[config.mk]
export PLATFORM = sky130hd
export DESIGN_NAME = gcd_requester_flat
export DESIGN_NICKNAME = d
export VERILOG_FILES = /design/src/rtl/gcd_requester_if.sv /design/src/rtl/gcd_requester.sv /design/src/flat_wrapper.sv
export SDC_FILE = /design/constraint.sdc
export NUM_CORES = 1
export LEC_CHECK = 0
export ABC_CLOCK_PERIOD_IN_PS = 1900
export CORE_MARGIN = 2
export CORE_UTILIZATION = 35
export CTS_CLUSTER_DIAMETER = 80
export DETAILED_ROUTE_END_ITERATION = 8
export PLACE_DENSITY = 0.73
export SETUP_SLACK_MARGIN = 0.2
export SLEW_MARGIN = 10
export SYNTH_ARGS = -nofsm -noshare
export SYNTH_HDL_FRONTEND = slang
export SYNTH_SLANG_ARGS = --single-unit
[constraint.sdc]
create_clock -name clk -period 1.9 [get_ports clk]
set_input_delay 0.19 -clock clk [delete_from_list [all_inputs] [get_ports clk]]
set_output_delay 0.19 -clock clk [all_outputs]
set_load 0.01 [all_outputs]
[src/rtl/gcd_requester_if.sv]
// Handshake bundle between the GCD requester, its upstream producer,
// its downstream consumer and the subtractive GCD engine.
// The master side is the requester; the slave side is everything around it.
interface gcd_requester_if #(
   parameter int WIDTH = 8
);
   logic             req_valid;
   logic             req_ready;
   logic [WIDTH-1:0] req_a;
   logic [WIDTH-1:0] req_b;

   logic             rsp_valid;
   logic             rsp_ready;
   logic [WIDTH-1:0] rsp_gcd;
   logic             rsp_err;

   logic             eng_start;
   logic [WIDTH-1:0] eng_ina;
   logic [WIDTH-1:0] eng_inb;
   logic             eng_ready;
   logic [WIDTH-1:0] eng_out;

   modport master (
      input  req_valid, req_a, req_b, rsp_ready, eng_ready, eng_out,
      output req_ready, rsp_valid, rsp_gcd, rsp_err, eng_start, eng_ina, eng_inb
   );

   modport slave (
      output req_valid, req_a, req_b, rsp_ready, eng_ready, eng_out,
      input  req_ready, rsp_valid, rsp_gcd, rsp_err, eng_start, eng_ina, eng_inb
   );
endinterface

[src/rtl/gcd_requester.sv]
// Client-side sequencer for the subtractive GCD engine.
// Takes operand pairs from upstream, answers zero-operand jobs locally,
// otherwise starts the engine, waits for a genuine busy->idle completion,
// and presents the result downstream. Every engine job is bounded by a
// saturating cycle counter; an expired job returns rsp_err=1, rsp_gcd=0.
module gcd_requester #(
   parameter int WIDTH   = 8,
   parameter int TIMEOUT = 1023
) (
   input  logic              clk,
   input  logic              nrst,
   gcd_requester_if.master   bus,
   output logic              busy
);
   localparam int                CNT_W   = $clog2(TIMEOUT + 1);
   localparam logic [CNT_W-1:0]  CNT_MAX = CNT_W'(TIMEOUT);

   typedef enum logic [1:0] {
      IDLE,
      ISSUE,
      WAIT_DONE,
      RESP
   } state_t;

   state_t             state_q, state_d;
   logic [WIDTH-1:0]   eng_ina_q, eng_ina_d;
   logic [WIDTH-1:0]   eng_inb_q, eng_inb_d;
   logic [WIDTH-1:0]   rsp_gcd_q, rsp_gcd_d;
   logic               rsp_err_q, rsp_err_d;
   logic [CNT_W-1:0]   count_q, count_d;
   logic               seen_busy_q, seen_busy_d;

   // Outputs are decoded from registered state only, so eng_start is a
   // single-cycle pulse gated by the engine's own ready flag.
   assign bus.req_ready = (state_q == IDLE);
   assign bus.rsp_valid = (state_q == RESP);
   assign bus.eng_start = (state_q == ISSUE) && bus.eng_ready;
   assign bus.eng_ina   = eng_ina_q;
   assign bus.eng_inb   = eng_inb_q;
   assign bus.rsp_gcd   = rsp_gcd_q;
   assign bus.rsp_err   = rsp_err_q;
   assign busy          = (state_q != IDLE);

   // Next-state, operand capture, timeout counting and result capture.
   always_comb begin
      state_d     = state_q;
      eng_ina_d   = eng_ina_q;
      eng_inb_d   = eng_inb_q;
      rsp_gcd_d   = rsp_gcd_q;
      rsp_err_d   = rsp_err_q;
      count_d     = count_q;
      seen_busy_d = seen_busy_q;

      if ((state_q == ISSUE || state_q == WAIT_DONE) && count_q != CNT_MAX) begin
         count_d = count_q + 1'b1;
      end

      case (state_q)
         IDLE: begin
            if (bus.req_valid) begin
               if (bus.req_a == '0 || bus.req_b == '0) begin
                  rsp_gcd_d = bus.req_a | bus.req_b;
                  rsp_err_d = 1'b0;
                  state_d   = RESP;
               end else begin
                  eng_ina_d = bus.req_a;
                  eng_inb_d = bus.req_b;
                  count_d   = '0;
                  state_d   = ISSUE;
               end
            end
         end
         ISSUE: begin
            if (bus.eng_ready) begin
               seen_busy_d = 1'b0;
               state_d     = WAIT_DONE;
            end else if (count_q == CNT_MAX) begin
               rsp_gcd_d = '0;
               rsp_err_d = 1'b1;
               state_d   = RESP;
            end
         end
         WAIT_DONE: begin
            if (!bus.eng_ready) begin
               seen_busy_d = 1'b1;
            end
            if (seen_busy_q && bus.eng_ready) begin
               rsp_gcd_d = bus.eng_out;
               rsp_err_d = 1'b0;
               state_d   = RESP;
            end else if (count_q == CNT_MAX) begin
               rsp_gcd_d = '0;
               rsp_err_d = 1'b1;
               state_d   = RESP;
            end
         end
         RESP: begin
            if (bus.rsp_ready) begin
               state_d = IDLE;
            end
         end
         default: begin
            state_d = IDLE;
         end
      endcase
   end

   // State register with synchronous active-low reset; a reset drops any job.
   always_ff @(posedge clk) begin
      if (!nrst) begin
         state_q     <= IDLE;
         eng_ina_q   <= '0;
         eng_inb_q   <= '0;
         rsp_gcd_q   <= '0;
         rsp_err_q   <= 1'b0;
         count_q     <= '0;
         seen_busy_q <= 1'b0;
      end else begin
         state_q     <= state_d;
         eng_ina_q   <= eng_ina_d;
         eng_inb_q   <= eng_inb_d;
         rsp_gcd_q   <= rsp_gcd_d;
         rsp_err_q   <= rsp_err_d;
         count_q     <= count_d;
         seen_busy_q <= seen_busy_d;
      end
   end
endmodule

[src/flat_wrapper.sv]
// flat-port wrapper written by rule: the top's interface ports become plain ports
module gcd_requester_flat 
#(
   parameter int WIDTH   = 8,
   parameter int TIMEOUT = 1023
)
  (clk, nrst, busy, bus_req_valid, bus_req_a, bus_req_b, bus_rsp_ready, bus_eng_ready, bus_eng_out, bus_req_ready, bus_rsp_valid, bus_rsp_gcd, bus_rsp_err, bus_eng_start, bus_eng_ina, bus_eng_inb);
  gcd_requester_if #(.WIDTH(WIDTH)) bus_i ();
  input  logic clk;
  input  logic nrst;
  output logic busy;
  input wire logic [$bits(bus_i.req_valid)-1:0] bus_req_valid;
  input wire logic [$bits(bus_i.req_a)-1:0] bus_req_a;
  input wire logic [$bits(bus_i.req_b)-1:0] bus_req_b;
  input wire logic [$bits(bus_i.rsp_ready)-1:0] bus_rsp_ready;
  input wire logic [$bits(bus_i.eng_ready)-1:0] bus_eng_ready;
  input wire logic [$bits(bus_i.eng_out)-1:0] bus_eng_out;
  output wire logic [$bits(bus_i.req_ready)-1:0] bus_req_ready;
  output wire logic [$bits(bus_i.rsp_valid)-1:0] bus_rsp_valid;
  output wire logic [$bits(bus_i.rsp_gcd)-1:0] bus_rsp_gcd;
  output wire logic [$bits(bus_i.rsp_err)-1:0] bus_rsp_err;
  output wire logic [$bits(bus_i.eng_start)-1:0] bus_eng_start;
  output wire logic [$bits(bus_i.eng_ina)-1:0] bus_eng_ina;
  output wire logic [$bits(bus_i.eng_inb)-1:0] bus_eng_inb;
  assign bus_i.req_valid = bus_req_valid;
  assign bus_i.req_a = bus_req_a;
  assign bus_i.req_b = bus_req_b;
  assign bus_i.rsp_ready = bus_rsp_ready;
  assign bus_i.eng_ready = bus_eng_ready;
  assign bus_i.eng_out = bus_eng_out;
  assign bus_req_ready = bus_i.req_ready;
  assign bus_rsp_valid = bus_i.rsp_valid;
  assign bus_rsp_gcd = bus_i.rsp_gcd;
  assign bus_rsp_err = bus_i.rsp_err;
  assign bus_eng_start = bus_i.eng_start;
  assign bus_eng_ina = bus_i.eng_ina;
  assign bus_eng_inb = bus_i.eng_inb;
  gcd_requester #(.WIDTH(WIDTH), .TIMEOUT(TIMEOUT)) u_core (.clk(clk), .nrst(nrst), .bus(bus_i), .busy(busy));
endmodule
# ---- Yosys cells after proc, flatten, opt, wreduce, memory -nomap -nowiden
# Index checks and enable logic that the tools add are counted.
dict set report word_totals {
  ff_bits 38
  output_inout_bits 29
  wordCells 62
}
dict set report classes {
  n_addsub 1
  eq_ne 11
  n_mux 26
  bitwise_logic 2
  reduce_logical 15
}
# cell count
set ops {}
lappend ops {{two-way mux 10 bit} 4}
lappend ops {{two-way mux 8 bit} 5}
lappend ops {{case mux 8 bit (3 select lines)} 1}
lappend ops {{zero test 8 bit} 2}
lappend ops {{two-way mux 2 bit} 6}
lappend ops {{adder 10 x 1 -> 10 bit (second input constant)} 1}
lappend ops {{equality test 10 bit (second input constant)} 1}
lappend ops {{inequality test 10 bit (second input constant)} 1}
lappend ops {{inequality test 2 bit (second input constant)} 5}
lappend ops {{bitwise OR 8 bit} 1}
lappend ops {{case mux 2 bit (4 select lines)} 1}
lappend ops {{two-way mux 1 bit} 7}
lappend ops {{AND reduction 3 bit} 2}
lappend ops {{equality test 2 bit (second input constant)} 2}
lappend ops {{AND reduction 4 bit} 1}
lappend ops {{nonzero test 2 bit} 2}
lappend ops {{logical AND 1 bit} 3}
lappend ops {{case mux 1 bit (3 select lines)} 1}
lappend ops {{nonzero test 3 bit} 1}
lappend ops {{equality test 2 x 1 -> 1 bit (second input constant)} 1}
lappend ops {{zero test 2 bit} 1}
lappend ops {{logical OR 1 bit} 2}
lappend ops {{inequality test 2 x 1 -> 1 bit (second input constant)} 1}
lappend ops {{case mux 1 bit (2 select lines)} 1}
lappend ops {{2 further kinds} 2}

# ---- Logic depth before layout (Yosys ltp)
dict set report logic_depth {
  word_depth 7
  depth_mapped 7
  ltp_nobuf 6
}

# ---- Worst setup path before layout
# Ideal clock, no wire load.
dict set report synth_path {
  path_kind {flip-flop to flip-flop}
  start {register u_core.state_q[0]}
  end {register u_core.eng_ina_q[0] (netlist: u_core.bus.eng_ina[0])}
  setup_time_ns 0.072
  arrival_time_ns 1.827
  t_required_ns 1.828
  slack_ns 0.002
  path_stages_with_launch 7
  cell_sequence {dfxtp_1 -> inv_1 -> ha_1 -> o21ai_1 -> nor3_2 -> buf_2 -> mux2i_1}
}
dict set report synth_via {
  elab_chain_len 2
}
# item line
set synth_lines {}
lappend synth_lines {{from (decl)} gcd_requester.sv:25} ;# state_t state_q, state_d;
lappend synth_lines {{from (signal assigned)} gcd_requester.sv:119} ;# state_q <= state_d;
lappend synth_lines {{zero test 2 bit} --}
lappend synth_lines {{via bus_req_ready} flat_wrapper.sv:18} ;# output wire logic [$bits(bus_i.req_ready)-1:0] bus_req_ready;
lappend synth_lines {{AND reduction 3 bit (no source line)} --}
lappend synth_lines {{to (signal assigned)} gcd_requester.sv:120} ;# eng_ina_q <= eng_ina_d;
lappend synth_lines {{to (decl)} gcd_requester.sv:26} ;# logic [WIDTH-1:0] eng_ina_q, eng_ina_d;
# The timed path passes the listed nets, and every way through them passes these cells.
# A chain may end at the register's enable or synchronous reset.

# ---- Worst setup path in the final report
dict set report layout_path {
  start {input bus_req_a[2]}
  end {register u_core.rsp_err_q (netlist: u_core.bus.rsp_err)}
}
dict set report layout_via {
  elab_chain_len 4
}
# item line
set layout_lines {}
lappend layout_lines {{from (decl)} flat_wrapper.sv:13} ;# input wire logic [$bits(bus_i.req_a)-1:0] bus_req_a;
lappend layout_lines {{zero test 8 bit} gcd_requester.sv:61} ;# if (bus.req_a == '0 || bus.req_b == '0) begin
lappend layout_lines {{logical OR 1 bit} gcd_requester.sv:61}
lappend layout_lines {{inequality test 2 x 1 -> 1 bit (no source line)} --}
lappend layout_lines {{AND reduction 4 bit (no source line)} --}
lappend layout_lines {{to (signal assigned)} gcd_requester.sv:123} ;# rsp_err_q <= rsp_err_d;
lappend layout_lines {{to (decl)} gcd_requester.sv:29} ;# logic rsp_err_q, rsp_err_d;
# No other way between the ends.

==> metrics <==
Synth Area in Simple Gates=25.9%; area post-placement=0.00298 sq mm; Setup crit end=u_core.bus.rsp_err$_SDFFE_PN0P_; slowest stage delay, CP=0.43 ns; library cells used by synthesis=45; met2 Usage GRT=31.6%; M1 GR Usage=26.4%; Max Cap Viol=0; reg-to-reg startpoint=u_core.state_q[1]$_SDFFE_PN0P_; CP required=2.09 ns; Pleak=1.35 nW; Synth Warn #=0; top-level I/O count=58; drt wl/cell=15.1 um; busiest grt layer=met2; Initial Utilization=35.9%; die width=81.7 um; Layout Cells excl Fill=413; total track usage=19.5%; final hold vios=0; Critical Path Source=bus_req_a[2]; commonest non-fill, non-tap cell in the layout=clkdlybuf4s50_1; clock tree buffer depth=2; WP depth=5; Power Density=1280 mW/mm^2; Sink Count=38; most frequent cells in the layout=39 x clkdlybuf4s50_1, 37 x nand2_1, 37 x buf_4; min Tclk post-route=1.67 ns; die height=81.7 um; worst reg2reg path depth=7; Min Hold Slack=0.237 ns; Worst path top cell family by delay=simple AND/OR/NAND/NOR gates; crit path max-delay cell type=clkdlybuf4s50_1; sequential area share after synthesis=36.0%; die footprint=0.00667 sq mm; flop and latch count out of synthesis=38; DRC violations left=0; Gate Count Post-Synth=251; endpoints failing setup=0; Post-synth EDFFs=0; TNS Setup=0 ns; CTS Hold Bufs=0; top post-synthesis cells by area=dfxtp_1 36%, nand4_1 7.7%, mux2i_1 7.6%, nand2_1 6.8%, o211ai_1 6.0%; Yosys top cell by area=dfxtp_1; Fmax achieved=597 MHz; initial antenna violation count=0; CTS tree=done; Worst Slack Setup Final=0.226 ns; ANT nets after route=0; status=complete, no violations; cts bufs inserted=5; Clk pin slew, worst setup/hold paths=0.08 ns; Worst Path Max Fanout=3; Post-synth top flop=dfxtp_1; # diodes=0; placed cell count=398; Remaining Overflow, GRT=0; FFs w/ async S/R, synth=0%; Tightest Hold Check Type=primary input to flip-flop; R2R Path End=u_core.bus.rsp_gcd[3]$_SDFFE_PN0P_; Placement Setup Slack=-0.235 ns; Syn Nets=285; Placement Rows=28; main combinational cell family by area after synthesis=simple AND/OR/NAND/NOR gates; DRT iter0 DRCs=74; Critical Path End Type=flip-flop; WL final=6.22 mm; r2r setup slk=0.29 ns; Post-Layout Inst Area=0.00333 sq mm; Setup Skew=0.00682 ns; largest net degree at the start of global routing=56; global-route wire length before repair=10.2 mm; worst relative slew slack=65.5%; fin crit share=88.1%; global routing met3 resource utilization=2.75%; Cell Area, Synth=0.00211 sq mm; Max Slew Vio Count=0; worst vdd ir=789 uV; # nets final=371; Crit path arrival time=1.86 ns; Core Region=0.00589 sq mm; Setup CP Type=primary input to flip-flop; Slew @ Worst Pin=0.518 ns; RSZ-0062 raised after global routing=true; drt pass-1 iters=4; Overall Power=4.25 mW; vias in the first global route=2198; vias=2233; CP startpoint kind=primary input; area fraction of the dominant cell type after synthesis=36.0%; Mean Syn Cell Area=8.41 sq um; Synth Area in Adders=2.96%; CP Buf/Inv Count=1; post-DP HPWL=4.48 mm; CTS H-tree depth=2; Root Buffer=clkbuf_8; Layout Utilization=56.5%; XOR/XNOR Fraction of Synth Area=1.24%; mux cell area share after synthesis=7.58%; Via density=5.41; count of input and output buffers=57; layout cell share with drive strength beyond 1=23.7%; crit-path cells=clkdlybuf4s50_1, or4_4, or2_4, a211o_1, o221a_1; RD Place Congestion=0.913; Area Overhead vs Synth=57.5%; Clk Latency, worst-skew pair=0.29 ns; Synth Area in Compound Gates=20.9%
[worst register-to-register path, stage by stage, from the launching register on]
cell	delay [ns]
dfxtp_2	0.33
inv_1	0.07
ha_4	0.28
buf_4	0.11
and4_1	0.39
o2bb2ai_1	0.18
o211ai_1	0.12
nand4_1	0.09
[Yosys cell counts (all sizes together), types with 4 or more instances]
| master | count |
|---|---|
| nand4 | 26 |
| dfxtp | 38 |
| clkbuf | 9 |
| or4 | 4 |
| nand3 | 5 |
| mux2i | 16 |
| nand2 | 39 |
| inv | 7 |
| o2bb2ai | 8 |
| a21oi | 10 |
| o21ai | 6 |
| nor2 | 15 |
| or3 | 5 |
| buf | 9 |
| o211ai | 17 |
| ha | 5 |
[flip-flops by register name, summed over array words and instances (netlist names)]
| name | count |
|---|---|
| u_core.bus.eng_ina | 8 |
| u_core.bus.eng_inb | 8 |
| u_core.bus.rsp_err | 1 |
| u_core.bus.rsp_gcd | 8 |
| u_core.count_q | 10 |
| u_core.seen_busy_q | 1 |
| u_core.state_q | 2 |
[cells by family after synthesis]
kind of cell               Yosys count
and+or+nand+nor                    106
AOI/OAI and AO/OA                   58
buffers and inverters               25
adders and majority gates            5
muxes                               16
xor gates and xnor gates             3
DFF                                 38
[metal layers]
metal  part of all wire, %  up-vias
met5                     0        -
met1                    47     1059
met2                    47       46
met3                   3.3       14
li1                      -     1114
met4                   2.5        0
[worst min path at each step]
stage	slack, ns	start	to	cells past startpoint
after CTS	0.24	nrst	u_core.state_q[0]$_SDFFE_PN0P_	2
after detailed placement	0.45	u_core.bus.eng_ina[3]$_SDFFE_PN0P_	u_core.bus.eng_ina[3]$_SDFFE_PN0P_	2
after global placement	0.44	u_core.bus.eng_inb[6]$_SDFFE_PN0P_	u_core.bus.eng_inb[6]$_SDFFE_PN0P_	2
after global routing	0.24	nrst	u_core.state_q[0]$_SDFFE_PN0P_	2
after floorplan	0.33	bus_req_a[0]	u_core.bus.eng_ina[0]$_SDFFE_PN0P_	2
final	0.24	nrst	u_core.state_q[0]$_SDFFE_PN0P_	2
[what timing repair did]
action / 4_1_cts / 5_1_grt
cloned: 0 / 0
endpoints found under the hold margin: 0 / 0
pin swaps: 3 / 9
gates resized for setup: 15 / 32
setup endpoints to repair: 40 / 24
buffers inserted: 3 / 4
[where the power goes]
group | total (mW) | internal (mW) | switching (mW)
registers | 1.17 | 1.00 | 0.162
logic | 2.23 | 1.14 | 1.09
clock network | 0.858 | 0.560 | 0.298
total | 4.25 | 2.70 | 1.55
[area by class of cell]
cell class | instances | area [sq um]
Fill cell | 523 | 2560
Sequential cell | 38 | 769
Timing Repair Buffer | 97 | 935
Clock inverter | 2 | 60.1
Tap cell | 75 | 93.8
Clock buffer | 6 | 82.6
Multi-Input combinational cell | 188 | 1360
Inverter | 7 | 26.3
Power figures use the tool's default switching activity.
